`src/rtl/dual_rail_responder_if.sv`:
```
// Bundles the responder's LEDR token rails and the core request/response channels.
// Latency: none, signal grouping only.
// Backpressure: req_ready throttles requests, rsp_ready gates results; the bus waits for out.
interface dual_rail_responder_if #(
    parameter int INPUT  = 4,
    parameter int OUTPUT = 4
) ();
    // Each Dual element is {v, r}: bit [1] is the value rail, bit [0] the reference rail
    logic [INPUT-1:0][1:0]  in;
    logic [OUTPUT-1:0][1:0] out;
    logic                   req_valid;
    logic                   req_ready;
    logic [INPUT-1:0]       req_data;
    logic                   rsp_valid;
    logic                   rsp_ready;
    logic [OUTPUT-1:0]      rsp_data;
    logic                   busy;

    // Responder side
    modport slave (
        input  in,
        output out,
        output req_valid,
        input  req_ready,
        output req_data,
        input  rsp_valid,
        output rsp_ready,
        input  rsp_data,
        output busy
    );

    // Bus arbiter plus synchronous core side
    modport master (
        output in,
        input  out,
        input  req_valid,
        output req_ready,
        input  req_data,
        output rsp_valid,
        input  rsp_ready,
        output rsp_data,
        input  busy
    );
endinterface

```
`src/rtl/dual_rail_responder.sv`:
```
// Decodes an LEDR dual-rail token to a core request and encodes the core result as the next LEDR token.
// Latency: last rail change to req_valid = SYNC_STAGES + STABLE cycles; response handshake to out = 1 cycle.
// Backpressure: req_valid/req_data held until req_ready; rsp_ready only in WAIT_RESULT; input ignored while busy.
module dual_rail_responder #(
    parameter int INPUT       = 4,
    parameter int OUTPUT      = 4,
    parameter int SYNC_STAGES = 2,
    parameter int STABLE      = 2
) (
    input  logic                 clk,
    input  logic                 reset,
    dual_rail_responder_if.slave bus
);

    typedef enum logic [1:0] {
        IDLE        = 2'd0,
        ISSUE       = 2'd1,
        WAIT_RESULT = 2'd2,
        EMIT        = 2'd3
    } state_t;

    state_t                                 r_state;
    state_t                                 w_state_nxt;

    logic [SYNC_STAGES-1:0][INPUT-1:0][1:0] r_sync;
    logic [INPUT-1:0][1:0]                  w_word;
    logic [INPUT-1:0]                       w_val;
    logic [INPUT-1:0]                       w_phase;
    logic                                   w_complete;

    logic [INPUT-1:0]                       r_prev;
    logic [2:0]                             r_cnt;
    logic [2:0]                             w_cnt_nxt;

    logic                                   w_accept;
    logic                                   w_req_hs;
    logic                                   w_rsp_hs;

    logic                                   r_ph_in;
    logic                                   r_ph_out;
    logic                                   r_req_valid;
    logic                                   r_rsp_ready;
    logic [INPUT-1:0]                       r_req_data;
    logic [OUTPUT-1:0][1:0]                 r_out;

    // Both rails of every element run through a plain flop chain; the last stage is the sampled word
    always_ff @(posedge clk or posedge reset) begin
        if (reset) begin
            r_sync <= '0;
        end else begin
            r_sync <= {r_sync[SYNC_STAGES-2:0], bus.in};
        end
    end

    assign w_word = r_sync[SYNC_STAGES-1];

    // Split the synchronized word into per-element value and phase, and test for a complete new token
    always_comb begin
        w_val   = '0;
        w_phase = '0;
        for (int i = 0; i < INPUT; i++) begin
            w_val[i]   = w_word[i][1];
            w_phase[i] = w_word[i][1] ^ w_word[i][0];
        end
        w_complete = (w_phase == {INPUT{~r_ph_in}});
    end

    // Stability count: mixed phases clear it, a changed value restarts it at 1, a repeat extends it
    always_comb begin
        w_cnt_nxt = 3'd0;
        if (w_complete) begin
            if ((r_cnt != 3'd0) && (w_val == r_prev)) begin
                w_cnt_nxt = r_cnt + 3'd1;
            end else begin
                w_cnt_nxt = 3'd1;
            end
        end
    end

    assign w_accept = (r_state == IDLE) && w_complete && (w_cnt_nxt == 3'(STABLE));
    assign w_req_hs = r_req_valid && bus.req_ready;
    assign w_rsp_hs = bus.rsp_valid && r_rsp_ready;

    // State register
    always_ff @(posedge clk or posedge reset) begin
        if (reset) begin
            r_state <= IDLE;
        end else begin
            r_state <= w_state_nxt;
        end
    end

    // Next-state: accept token, hand to core, wait for result, one emit cycle before re-arming
    always_comb begin
        w_state_nxt = r_state;
        unique case (r_state)
            IDLE:        if (w_accept) w_state_nxt = ISSUE;
            ISSUE:       if (w_req_hs) w_state_nxt = WAIT_RESULT;
            WAIT_RESULT: if (w_rsp_hs) w_state_nxt = EMIT;
            EMIT:        w_state_nxt = IDLE;
            default:     w_state_nxt = IDLE;
        endcase
    end

    // Stability tracking only advances in IDLE, so leaving EMIT always starts from a cleared count
    always_ff @(posedge clk or posedge reset) begin
        if (reset) begin
            r_cnt  <= 3'd0;
            r_prev <= '0;
        end else if (r_state == IDLE && !w_accept) begin
            r_cnt  <= w_cnt_nxt;
            r_prev <= w_val;
        end else begin
            r_cnt  <= 3'd0;
        end
    end

    // Request channel: latch the decoded word and flip the input reference phase on acceptance
    always_ff @(posedge clk or posedge reset) begin
        if (reset) begin
            r_req_valid <= 1'b0;
            r_req_data  <= '0;
            r_ph_in     <= 1'b0;
            r_rsp_ready <= 1'b0;
        end else begin
            if (w_accept) begin
                r_req_valid <= 1'b1;
                r_req_data  <= w_val;
                r_ph_in     <= ~r_ph_in;
            end else if (w_req_hs) begin
                r_req_valid <= 1'b0;
                r_rsp_ready <= 1'b1;
            end else if (w_rsp_hs) begin
                r_rsp_ready <= 1'b0;
            end
        end
    end

    // Result token: v = data, r = data ^ new phase, so each element moves exactly one rail
    always_ff @(posedge clk or posedge reset) begin
        if (reset) begin
            r_out    <= '0;
            r_ph_out <= 1'b0;
        end else if (w_rsp_hs) begin
            for (int i = 0; i < OUTPUT; i++) begin
                r_out[i] <= {bus.rsp_data[i], bus.rsp_data[i] ^ ~r_ph_out};
            end
            r_ph_out <= ~r_ph_out;
        end
    end

    assign bus.out       = r_out;
    assign bus.req_valid = r_req_valid;
    assign bus.req_data  = r_req_data;
    assign bus.rsp_ready = r_rsp_ready;
    assign bus.busy      = (r_state != IDLE);

endmodule

```
`src/flat_wrapper.sv`:
```
// flat-port wrapper written by rule: the top's interface ports become plain ports
module dual_rail_responder_flat 
#(
    parameter int INPUT       = 4,
    parameter int OUTPUT      = 4,
    parameter int SYNC_STAGES = 2,
    parameter int STABLE      = 2
)
  (clk, reset, bus_in, bus_out, bus_req_valid, bus_req_ready, bus_req_data, bus_rsp_valid, bus_rsp_ready, bus_rsp_data, bus_busy);
  dual_rail_responder_if #(.INPUT(INPUT), .OUTPUT(OUTPUT)) bus_i ();
  input  logic clk;
  input  logic reset;
  input wire logic [$bits(bus_i.in)-1:0] bus_in;
  output wire logic [$bits(bus_i.out)-1:0] bus_out;
  output wire logic [$bits(bus_i.req_valid)-1:0] bus_req_valid;
  input wire logic [$bits(bus_i.req_ready)-1:0] bus_req_ready;
  output wire logic [$bits(bus_i.req_data)-1:0] bus_req_data;
  input wire logic [$bits(bus_i.rsp_valid)-1:0] bus_rsp_valid;
  output wire logic [$bits(bus_i.rsp_ready)-1:0] bus_rsp_ready;
  input wire logic [$bits(bus_i.rsp_data)-1:0] bus_rsp_data;
  output wire logic [$bits(bus_i.busy)-1:0] bus_busy;
  assign bus_i.in = bus_in;
  assign bus_out = bus_i.out;
  assign bus_req_valid = bus_i.req_valid;
  assign bus_i.req_ready = bus_req_ready;
  assign bus_req_data = bus_i.req_data;
  assign bus_i.rsp_valid = bus_rsp_valid;
  assign bus_rsp_ready = bus_i.rsp_ready;
  assign bus_i.rsp_data = bus_rsp_data;
  assign bus_busy = bus_i.busy;
  dual_rail_responder #(.INPUT(INPUT), .OUTPUT(OUTPUT), .SYNC_STAGES(SYNC_STAGES), .STABLE(STABLE)) u_core (.clk(clk), .reset(reset), .bus(bus_i));
endmodule
```
`config.mk`:
```
export PLATFORM = sky130hd
export DESIGN_NAME = dual_rail_responder_flat
export DESIGN_NICKNAME = d
export VERILOG_FILES = /design/src/rtl/dual_rail_responder_if.sv /design/src/rtl/dual_rail_responder.sv /design/src/flat_wrapper.sv
export SDC_FILE = /design/constraint.sdc
export NUM_CORES = 1
export LEC_CHECK = 0
export ABC_AREA = 0
export ABC_CLOCK_PERIOD_IN_PS = 7130
export BUFFER_PORTS_ARGS = -buffer_cell sky130_fd_sc_hd__buf_2
export CORE_ASPECT_RATIO = 1.2
export CORE_MARGIN = 1
export CORE_UTILIZATION = 58
export CTS_CLUSTER_DIAMETER = 50
export DETAILED_ROUTE_END_ITERATION = 16
export PLACE_DENSITY = 0.91
export REMOVE_ABC_BUFFERS = 1
export SLEW_MARGIN = 40
export SYNTH_ARGS = -nofsm -noshare
export SYNTH_HDL_FRONTEND = slang
export SYNTH_SLANG_ARGS = --single-unit
```
`constraint.sdc`:
```
create_clock -name clk -period 7.13 [get_ports clk]
set_clock_uncertainty 0.05 [all_clocks]
set_input_delay 1.7825 -clock clk [delete_from_list [all_inputs] [get_ports clk]]
set_output_delay 1.7825 -clock clk [all_outputs]
set_load 0.01 [all_outputs]
```
* Yosys cells after proc, flatten, opt, wreduce, memory -nomap -nowiden
Index checks and enable logic that the tools add are counted.
Word-level totals: register bits after elaboration 41, bits of input ports 16, output and inout port bits 15, word-level logic and storage cells 66
Cells by class: add/subtract/negate cells 1, equal/unequal tests 9, multiplexer cells 11, bitwise gates (word level) 11, reductions and logical operators 14
Operators by type and width (number):
- 3-bit 2-to-1 mux | 3
- 4-bit == test | 2
- 2-bit case mux with 4 select lines | 1
- 1-bit bitwise XOR | 8
- 1-bit logical AND | 6
- 2-bit 2-to-1 mux | 3
- 2-bit by 1-bit != test with 1-bit output, second input constant | 3
- 2-bit nonzero test | 3
- 2-bit == test, second input constant | 2
- 1-bit 2-to-1 mux | 4
- 3-bit by 1-bit adder with 3-bit output, second input constant | 1
- 3-bit by 2-bit == test with 1-bit output, second input constant | 1
- 1-bit NOT | 3
- 3-bit AND reduction | 1
- 3-bit nonzero test | 1
- 2-bit by 1-bit == test with 1-bit output, second input constant | 1
- 2-bit zero test | 1
- 2-bit AND reduction | 1
- 1-bit zero test | 1

* Depth between registers and ports, before layout
Gate-level depths: netlist of the first run.
depth in word-level cells 9, gate-level depth with buffers 8

* Worst setup path before layout of the first run
No wires, ideal clock.
path type input -> register, start point input port bus_rsp_valid, end point register u_core.r_out (netlist bit u_core.bus.out[7]), setup time 125 ps, data arrival time 2600 ps, path slack 4356 ps, stages 3, path buffers 1, cells stage by stage nand2_1 clkbuf_1 mux2_2
On the way: word-level cells in the longest chain between the ends 1
RTL lines:
- start: declaration | RTL line flat_wrapper.sv:18 | input wire logic [$bits(bus_i.rsp_valid)-1:0] bus_rsp_valid;
- 1-bit logical AND | RTL line dual_rail_responder.sv:82 | assign w_rsp_hs = bus.rsp_valid && r_rsp_ready;
- end signal: indexed assignment | RTL line dual_rail_responder.sv:146 | r_out[i] <= {bus.rsp_data[i], bus.rsp_data[i] ^ ~r_ph_out};
- end: declaration | RTL line dual_rail_responder.sv:44 | logic [OUTPUT-1:0][1:0] r_out;
No other way between the ends. A chain may end at the register's enable or synchronous reset.

* Worst setup path in the final report of the first run
start point register u_core.r_state[0], end point output port bus_busy
On the way: word-level cells in the longest chain between the ends 1
RTL lines:
- start: declaration | RTL line dual_rail_responder.sv:22 | state_t r_state;
- start signal: assignment | RTL line dual_rail_responder.sv:89 | r_state <= w_state_nxt;
- 2-bit nonzero test | RTL line dual_rail_responder.sv:156 | assign bus.busy = (r_state != IDLE);
- end: declaration | RTL line flat_wrapper.sv:21 | output wire logic [$bits(bus_i.busy)-1:0] bus_busy;
No other way between the ends.

==> metrics, run 1 <==
met2 global-route usage=0.385; Yosys reg bits=41; dpl cells=178; GR peak layer=met2; total routed wirelength=2760 µm; TNS Setup=0 ps; Clock Sinks=41; CP required=5300 ps; Fin. Hold Viols=0; die width=50.8 µm; Finished Core Util=0.725; crit share post-route=0.461; post-synth top area share=0.618; Total Routing Usage GR=0.214; Final Setup Violations=0; status=complete, no violations; layout cells sized above 1=0.355; 1st-iter DRT viols=15; Wirelength per Cell=14.9 µm; core area=2630 µm²; Worst Setup Start Kind=register; Starting Density=0.631; Worst-Margin Slew=648 ps; Finished Layout Cells=185; CP endpoint kind=output pin; Via density=5.26; power density cells=294 nW/µm²; cts bufs inserted=5; area delta synth->final=14.9%; final setup margin=3840 ps; final slew viol count=0; max-cap viol count=0; fmax=304 MHz; Final GP Congestion=0.806; vias in the first global route=1082; postcts setup bufs=0; CP Class=reg -> out; synth unique cells=24; CTS-repair resized insts=0; CP arrival=1460 ps; Clock Latency Late Sink=350 ps; Reg clk slew, reported paths=120 ps; post-synthesis sequential area ratio=0.618; VDD IR max=0.000271 V; worst-path fanout max=4; CTS H-tree depth=2; TritonCTS clock tree=built; global-route wire length before repair=4610 µm; Clock Tree Root=clkbuf_4; Post-Syn Instances=116; # DRC=0; largest net degree at the start of global routing=42; Core Rows=20; pre-CTS setup slack=4000 ps; Nets=174; ant diodes=0; Hold Buf Count CTS=0; Routed Antenna Nets=0; met1 Resource Use GR=0.225; Synth area leaders=dfrtp_1 62%, mux2_2 8.1%, xor2_1 4.8%, ha_1 4.5%, xnor2_1 3.2%; GRT met3 Usage=0.0652; Mapped Area=1660 µm²; Pre-Repair DR Iteration Count=4; Die H=60.6 µm; minimum clock period=3290 ps; # IOs=31; Avg Cell Area, Syn=14.3 µm²; number of I/O port buffers=30; initial antenna violation count=0; worst hold-check path type=reg -> reg; total number of vias=974; worst rel slew slack=0.564; RSZ-0062 raised after global routing=no; yosys warns=0; HPWL after detailed placement=2050 µm; die area=3080 µm²; grt total ovfl=0; leakage=0.938 nW; post-synth top area cell=dfrtp_1; maximum buffer depth of the clock tree=2
==> area by class of cell <==
type	instances	area, µm²
sequential	41	1030
fill	177	722
multi-input combinational	65	596
timing repair buffer	31	158
clock buffer	7	55.1
tap	33	41.3
inverter	8	30.0
==> cells in the mapped netlist, drive strengths merged <==
library cell,number
xor2,9
and2,1
a21boi,1
dfrtp,41
nor4bb,1
o21ai,6
xnor2,6
a221oi,1
a32o,1
inv,8
nand2,10
nor3,1
nor2,1
a2bb2oi,1
nor3b,1
nor4,3
ha,6
clkbuf,2
or2,1
a21oi,1
o2111ai,1
mux2,13
==> flip-flops by register name (all words and copies together), names as in the netlist <==
register              count
u_core.r_ph_in            1
u_core.bus.req_data       4
u_core.r_sync            16
u_core.r_state            2
u_core.r_cnt              3
u_core.bus.rsp_ready      1
u_core.bus.out            8
u_core.r_ph_out           1
u_core.bus.req_valid      1
u_core.r_prev             4
==> per-stage QoR <==
stage	total power [mW]	area [µm²]	hold WS, ps
after floorplan	0.409	1650	281
after global placement	0.437	1850	282
after detailed placement	0.451	1850	285
after CTS	0.565	1910	300
after global routing	0.587	1910	303
final	0.560	1910	294
==> critical path: stages, from the launching register on <==
cell and delay (ps):
dfrtp_1 430, inv_1 130, ha_1 280, inv_1 120, buf_2 150
==> report_power, final <==
group          internal, mW  total [mW]  switching, mW
Clock                0.0466       0.115         0.0687
Sequential            0.266       0.291         0.0254
Combinational        0.0784       0.154         0.0752
==> logic make-up after synthesis <==
| logic type | count (synthesis) | share of synthesized area |
|---|---|---|
| xor+xnor | 15 | 0.0792 |
| buf+inv | 10 | 0.0226 |
| mux | 13 | 0.0905 |
| simple gates | 19 | 0.0754 |
| fa+ha+maj | 6 | 0.0452 |
| flops | 41 | 0.618 |
| compound gates | 12 | 0.0686 |
==> metal layers <==
layer,up-vias,routed length [µm]
met5,-,0
met1,492,1020
met3,4,98
met4,0,59
li1,458,-
met2,20,1580
==> final timing paths <==
| path | start | end | slack [ps] | depth (start not counted) |
|---|---|---|---|---|
| max | u_core.r_state[0] | bus_busy | 3840 | 4 |
| min | u_core.r_sync[0] | u_core.r_sync[8] | 290 | 0 |
| max reg2reg | u_core.r_state[0] | u_core.r_state[1] | 4450 | 7 |
| min reg2reg | u_core.r_sync[0] | u_core.r_sync[8] | 290 | 0 |
| max in group asynchronous | reset | u_core.r_sync[10] | 5200 | 3 |
| min in group asynchronous | reset | u_core.r_ph_in | 1490 | 3 |
==> cell usage in the layout (no fill, tap or decap), types with 2 or more instances in the layout <==
cell type,instances
buf_2,30
clkbuf_4,5
dfrtp_1,41
ha_1,6
inv_1,8
mux2_2,12
nand2_1,10
nor4_4,2
o21ai_0,6
xnor2_1,6
xor2_1,9
Power figures use the tool's default switching activity.
==> inputs of run 2 (changes only) <==
--- a/config.mk
+++ b/config.mk
@@ -5,15 +5,15 @@
 export SDC_FILE = /design/constraint.sdc
 export NUM_CORES = 1
 export LEC_CHECK = 0
-export ABC_AREA = 0
-export ABC_CLOCK_PERIOD_IN_PS = 7130
+export ABC_AREA = 1
+export ABC_CLOCK_PERIOD_IN_PS = 3500
 export BUFFER_PORTS_ARGS = -buffer_cell sky130_fd_sc_hd__buf_2
 export CORE_ASPECT_RATIO = 1.2
 export CORE_MARGIN = 1
-export CORE_UTILIZATION = 58
+export CORE_UTILIZATION = 54
 export CTS_CLUSTER_DIAMETER = 50
 export DETAILED_ROUTE_END_ITERATION = 16
-export PLACE_DENSITY = 0.91
+export PLACE_DENSITY = 0.85
 export REMOVE_ABC_BUFFERS = 1
 export SLEW_MARGIN = 40
 export SYNTH_ARGS = -nofsm -noshare
==> constraint.sdc (replaced) <==
create_clock -name clk -period 3.5 [get_ports clk]
set_clock_uncertainty 0.05 [all_clocks]
set_input_delay 0.875 -clock clk [delete_from_list [all_inputs] [get_ports clk]]
set_output_delay 0.875 -clock clk [all_outputs]
set_load 0.01 [all_outputs]
==> run 2 against run 1 <==
Die area is 14% higher; core utilization is 7.6 points lower; critical path type unchanged; non-clock buffer count unchanged; setup slack got worse by 2700 ps.
==> metrics, run 2 <==
status=complete, no violations; CP Class=reg -> out; largest net degree at the start of global routing=42; Fin. Hold Viols=0; CP required=2570 ps; Clock Latency Late Sink=350 ps; 1st-iter DRT viols=25; reg2reg setup slack=1670 ps; Total Routing Usage GR=0.189; Nets=232; Final Instance Area=2000 µm²; crit share post-route=0.663; power density cells=562 nW/µm²; final setup margin=1180 ps; slowest stage delay, CP=420 ps; commonest non-fill, non-tap cells in the layout=54 x nand2_1, 41 x dfrtp_1, 30 x buf_2; Final GP Congestion=0.811; number of I/O port buffers=30; CTS H-tree depth=2; post-synth top area share=0.580; Sw Pwr=0.384 mW; Reg clk slew, reported paths=120 ps; worst hold-check path type=reg -> reg; Starting Density=0.574; max-cap viol count=0; fillers=270; EDFF count, synth=0; Core Rows=22; Biggest register=u_core.r_sync; ant diodes=0; Primary FF master, synth=dfrtp_1; HPWL after detailed placement=1980 µm; total routed wirelength=2700 µm; minimum clock period=2320 ps; Routed Antenna Nets=0; Worst-Margin Slew=488 ps; post-synth top area cell=dfrtp_1; synth unique cells=21; Yosys reg bits=41; Post-Syn Instances=176; area delta synth->final=13.2%; leakage=1.10 nW; global-route wire length before repair=4600 µm; CP endpoint kind=output pin; pre-CTS setup slack=1540 ps; max reg flops=16; initial antenna violation count=0; Finished Core Util=0.649; yosys warns=0; grt total ovfl=0; TritonCTS clock tree=built; most common cell after layout, fill and taps aside=nand2_1; Hold Buf Count CTS=0; most frequent cell after synthesis=nand2_1; Die H=64.7 µm; postcts setup bufs=0; asr flop ratio synth=1.00; Cell Chain, Critical Path=inv_1 -> ha_1 -> inv_1 -> buf_2; total power=1.13 mW; die width=54.3 µm; worst rel slew slack=0.675; Worst Setup Start Kind=register; CP arrival=1390 ps; top cells by count, synth=54 x nand2_1, 41 x dfrtp_1, 21 x inv_1; # IOs=31; Wirelength per Cell=10.9 µm; Synth area leaders=dfrtp_1 58%, nand2_1 11%, inv_1 4.5%, ha_1 4.2%, xor2_1 3.5%; Comb power frac=0.268; layout cells sized above 1=0.270; Mapped Area=1770 µm²; fmax=431 MHz; Pint=0.741 mW; Pre-Repair DR Iteration Count=4; vias in the first global route=1144; cts bufs inserted=5; VDD IR max=0.000490 V; placed cell areas=1940 µm²; Via density=4.91; CTS-repair resized insts=0; Avg Cell Area, Syn=10.1 µm²; die area=3510 µm²; Final Setup Violations=0; Clock Sinks=41; Clock Tree Root=clkbuf_4; RSZ-0062 raised after global routing=no; Sequential Power Share=0.524; post-synthesis sequential area ratio=0.580; Clock Power Share=0.208; Crit path top cell by count=inv_1; TNS Setup=0 ps; worst-path fanout max=4; total number of vias=1213; slowest CP cell=dfrtp_1; core area=3080 µm²; Switching Share=0.341; maximum buffer depth of the clock tree=2; # DRC=0; final slew viol count=0
-- run 2: changes by cell type after synthesis, moves of 2 or more --
cell	before	now
inv_2	0	4
o21ai_1	0	8
nand3_2	0	3
nor2_4	0	3
buf_6	0	2
nand2_4	0	2
xnor2_1	6	1
nand3_1	0	8
nor4_4	2	0
inv_1	8	21
xor2_1	9	7
mux2_2	12	4
nand2_1	10	54
-- run 2: metal layers --
metal	wire length (µm)	global-route usage
met1	1180	0.231
met5	0	0
met4	64	0.109
met3	107	0.0587
met2	1350	0.287
-- run 2: layout make-up --
type	instances	area (µm²)	area share
sequential	41	1030	0.512
clock inverter	3	22.5	0.0113
clock buffer	5	37.5	0.0188
inverter	25	93.8	0.0469
tap	36	45.0	0.0225
timing repair buffer	31	158	0.0787
multi-input combinational	106	619	0.309
-- run 2: path summary, 6_finish.rpt --
path | startpoint | end | depth (start not counted)
hold reg to reg | u_core.r_sync[7] | u_core.r_sync[15] | 0
hold / removal | u_core.r_sync[7] | u_core.r_sync[15] | 0
setup reg to reg | u_core.r_cnt[0] | u_core.r_state[1] | 12
setup / recovery | u_core.r_state[0] | bus_busy | 4
min in group asynchronous | reset | u_core.r_sync[3] | 3
max in group asynchronous | reset | u_core.bus.out[5] | 3
-- run 2: critical path: cells and delay by family (launching register included) --
family	cells	cell delay, ps
buffers and inverters	3	360
adder cells (fa/ha/maj)	1	260
flip-flops	1	420
-- run 2: cells by family (layout without fill, tap and decap cells) --
group / count (synthesis) / count (layout) / share of synthesized area
and+or+nand+nor: 73 / 73 / 0.196
DFF: 41 / 41 / 0.580
buffers and inverters: 29 / 64 / 0.0700
AOI/OAI and AO/OA: 15 / 15 / 0.0467
xor gates and xnor gates: 8 / 8 / 0.0396
adders and majority gates: 6 / 6 / 0.0424
muxes: 4 / 4 / 0.0255
-- run 2: power groups by stage --
stage | Clock (mW) | Combinational, mW | Sequential [mW]
global route | 0.262 | 0.348 | 0.597
detailed placement | 0 | 0.304 | 0.599
CTS | 0.246 | 0.304 | 0.590
floorplan | 0 | 0.221 | 0.597
global placement | 0 | 0.292 | 0.595
finish | 0.234 | 0.301 | 0.590
-- run 2: stage by stage --
step / hold slack [ps] / instances
floorplan: 281 / 172
global placement: 281 / 239
detailed placement: 285 / 239
CTS: 313 / 247
global route: 322 / 247
finish: 311 / 247
==> inputs of run 3 (changes only) <==
--- a/config.mk
+++ b/config.mk
@@ -6,7 +6,7 @@
 export NUM_CORES = 1
 export LEC_CHECK = 0
 export ABC_AREA = 1
-export ABC_CLOCK_PERIOD_IN_PS = 3500
+export ABC_CLOCK_PERIOD_IN_PS = 2200
 export BUFFER_PORTS_ARGS = -buffer_cell sky130_fd_sc_hd__buf_2
 export CORE_ASPECT_RATIO = 1.2
 export CORE_MARGIN = 1
==> constraint.sdc (replaced) <==
create_clock -name clk -period 2.2 [get_ports clk]
set_clock_uncertainty 0.05 [all_clocks]
set_input_delay 0.55 -clock clk [delete_from_list [all_inputs] [get_ports clk]]
set_output_delay 0.55 -clock clk [all_outputs]
set_load 0.01 [all_outputs]
==> run 3 against run 2 <==
Core utilization is 0.12 points lower; setup slack worse by 1000 ps; non-clock buffer count stayed put.
==> metrics, run 3 (synthesis results as in run 2) <==
pre-CTS setup slack=441 ps; postcts setup bufs=0; VDD IR max=0.000713 V; 1st-iter DRT viols=15; Reg clk slew, reported paths=120 ps; # IOs=31; CTS H-tree depth=2; Biggest register=u_core.r_sync; status=complete, no violations; final slew viol count=0; Total Routing Usage GR=0.206; Worst Setup Start Kind=register; Routed Antenna Nets=0; ant diodes=0; CP Class=reg -> out; cts bufs inserted=5; CP required=1600 ps; Wirelength per Cell=11.8 µm; Starting Density=0.574; Clock Sinks=41; HPWL after detailed placement=2180 µm; Core Rows=22; total number of vias=1235; maximum buffer depth of the clock tree=2; CTS-repair resized insts=0; layout cells sized above 1=0.265; commonest non-fill, non-tap cells in the layout=54 x nand2_1, 41 x dfrtp_1, 30 x buf_2; minimum clock period=2020 ps; most common cell after layout, fill and taps aside=nand2_1; Clock Latency Late Sink=360 ps; TNS Setup=0 ps; number of I/O port buffers=30; # DRC=0; die width=54.3 µm; leakage=1.10 nW; grt total ovfl=0; RSZ-0062 raised after global routing=no; vias in the first global route=1190; Die H=64.7 µm; crit share post-route=0.920; area delta synth->final=12.9%; Nets=232; worst hold-check path type=in -> async; total routed wirelength=2920 µm; TritonCTS clock tree=built; worst setup path start=u_core.r_state[0]; CP arrival=1420 ps; Hold Buf Count CTS=0; CP endpoint kind=output pin; max reg flops=16; die area=3510 µm²; Final GP Congestion=0.783; power density cells=896 nW/µm²; worst rel slew slack=0.676; global-route wire length before repair=4990 µm; Fin. Hold Viols=0; core area=3080 µm²; Via density=5.00; Pre-Repair DR Iteration Count=4; max-cap viol count=0; initial antenna violation count=0; Clock Tree Root=clkbuf_4; worst-path fanout max=4; Final Setup Violations=0; fmax=494 MHz; largest net degree at the start of global routing=42; final setup margin=175 ps; Worst-Margin Slew=486 ps; reg2reg start=u_core.r_cnt[0]
==> run 3: cell count changes in the layout (fill, tap and decap cells not counted), sizes merged <==
cell      previous run  this run
clkbuf               5         6
clkinvlp             3         2
==> run 3: worst paths after layout <==
kind / endpoint / slack [ps] / cells after the start
worst max-delay path: bus_busy / 180 / 4
worst min-delay path: u_core.r_prev[3] / 230 / 3
worst max register to register: u_core.r_state[1] / 420 / 12
worst min register to register: u_core.r_sync[8] / 310 / 0
max in group asynchronous: u_core.r_cnt[2] / 1530 / 3
min in group clk: u_core.r_sync[4] / 240 / 1
==> run 3: per-layer routing <==
metal	wire length, µm	GRT usage
met1	1180	0.242
met2	1540	0.329
met3	147	0.0704
met4	57	0.0929
met5	0	0
==> run 3: power breakdown <==
group	internal (mW)	switching [mW]	leakage, nW	total, mW
combinational	0.197	0.290	0.562	0.486
clock	0.125	0.240	0.0245	0.364
sequential	0.859	0.0816	0.513	0.940
total	1.18	0.611	1.10	1.79
==> run 3: metrics by stage <==
| step | total power [mW] | cells | utilization | hold slack (ps) | cell area, µm² |
|---|---|---|---|---|---|
| final | 1.79 | 247 | 0.648 | 234 | 2000 |
| after global routing | 1.91 | 247 | 0.648 | 216 | 2000 |
| after CTS | 1.81 | 247 | 0.648 | 231 | 2000 |
| after detailed placement | 1.45 | 239 | 0.630 | 285 | 1940 |
| after global placement | 1.42 | 239 | 0.630 | 281 | 1940 |
| after floorplan | 1.30 | 172 | - | 281 | 1740 |
==> run 3: final cells by class <==
class	count	area, µm²
timing repair buffer	31	158
sequential	41	1030
inverter	25	93.8
fill	260	1080
tap	36	45.0
clock buffer	6	41.3
multi-input combinational	106	619
clock inverter	2	15.0
==> run 3: worst max-delay path: stages (launching register included) <==
cell     delay (ps)
dfrtp_1         420
inv_1           110
ha_1            280
inv_1           110
buf_2           150
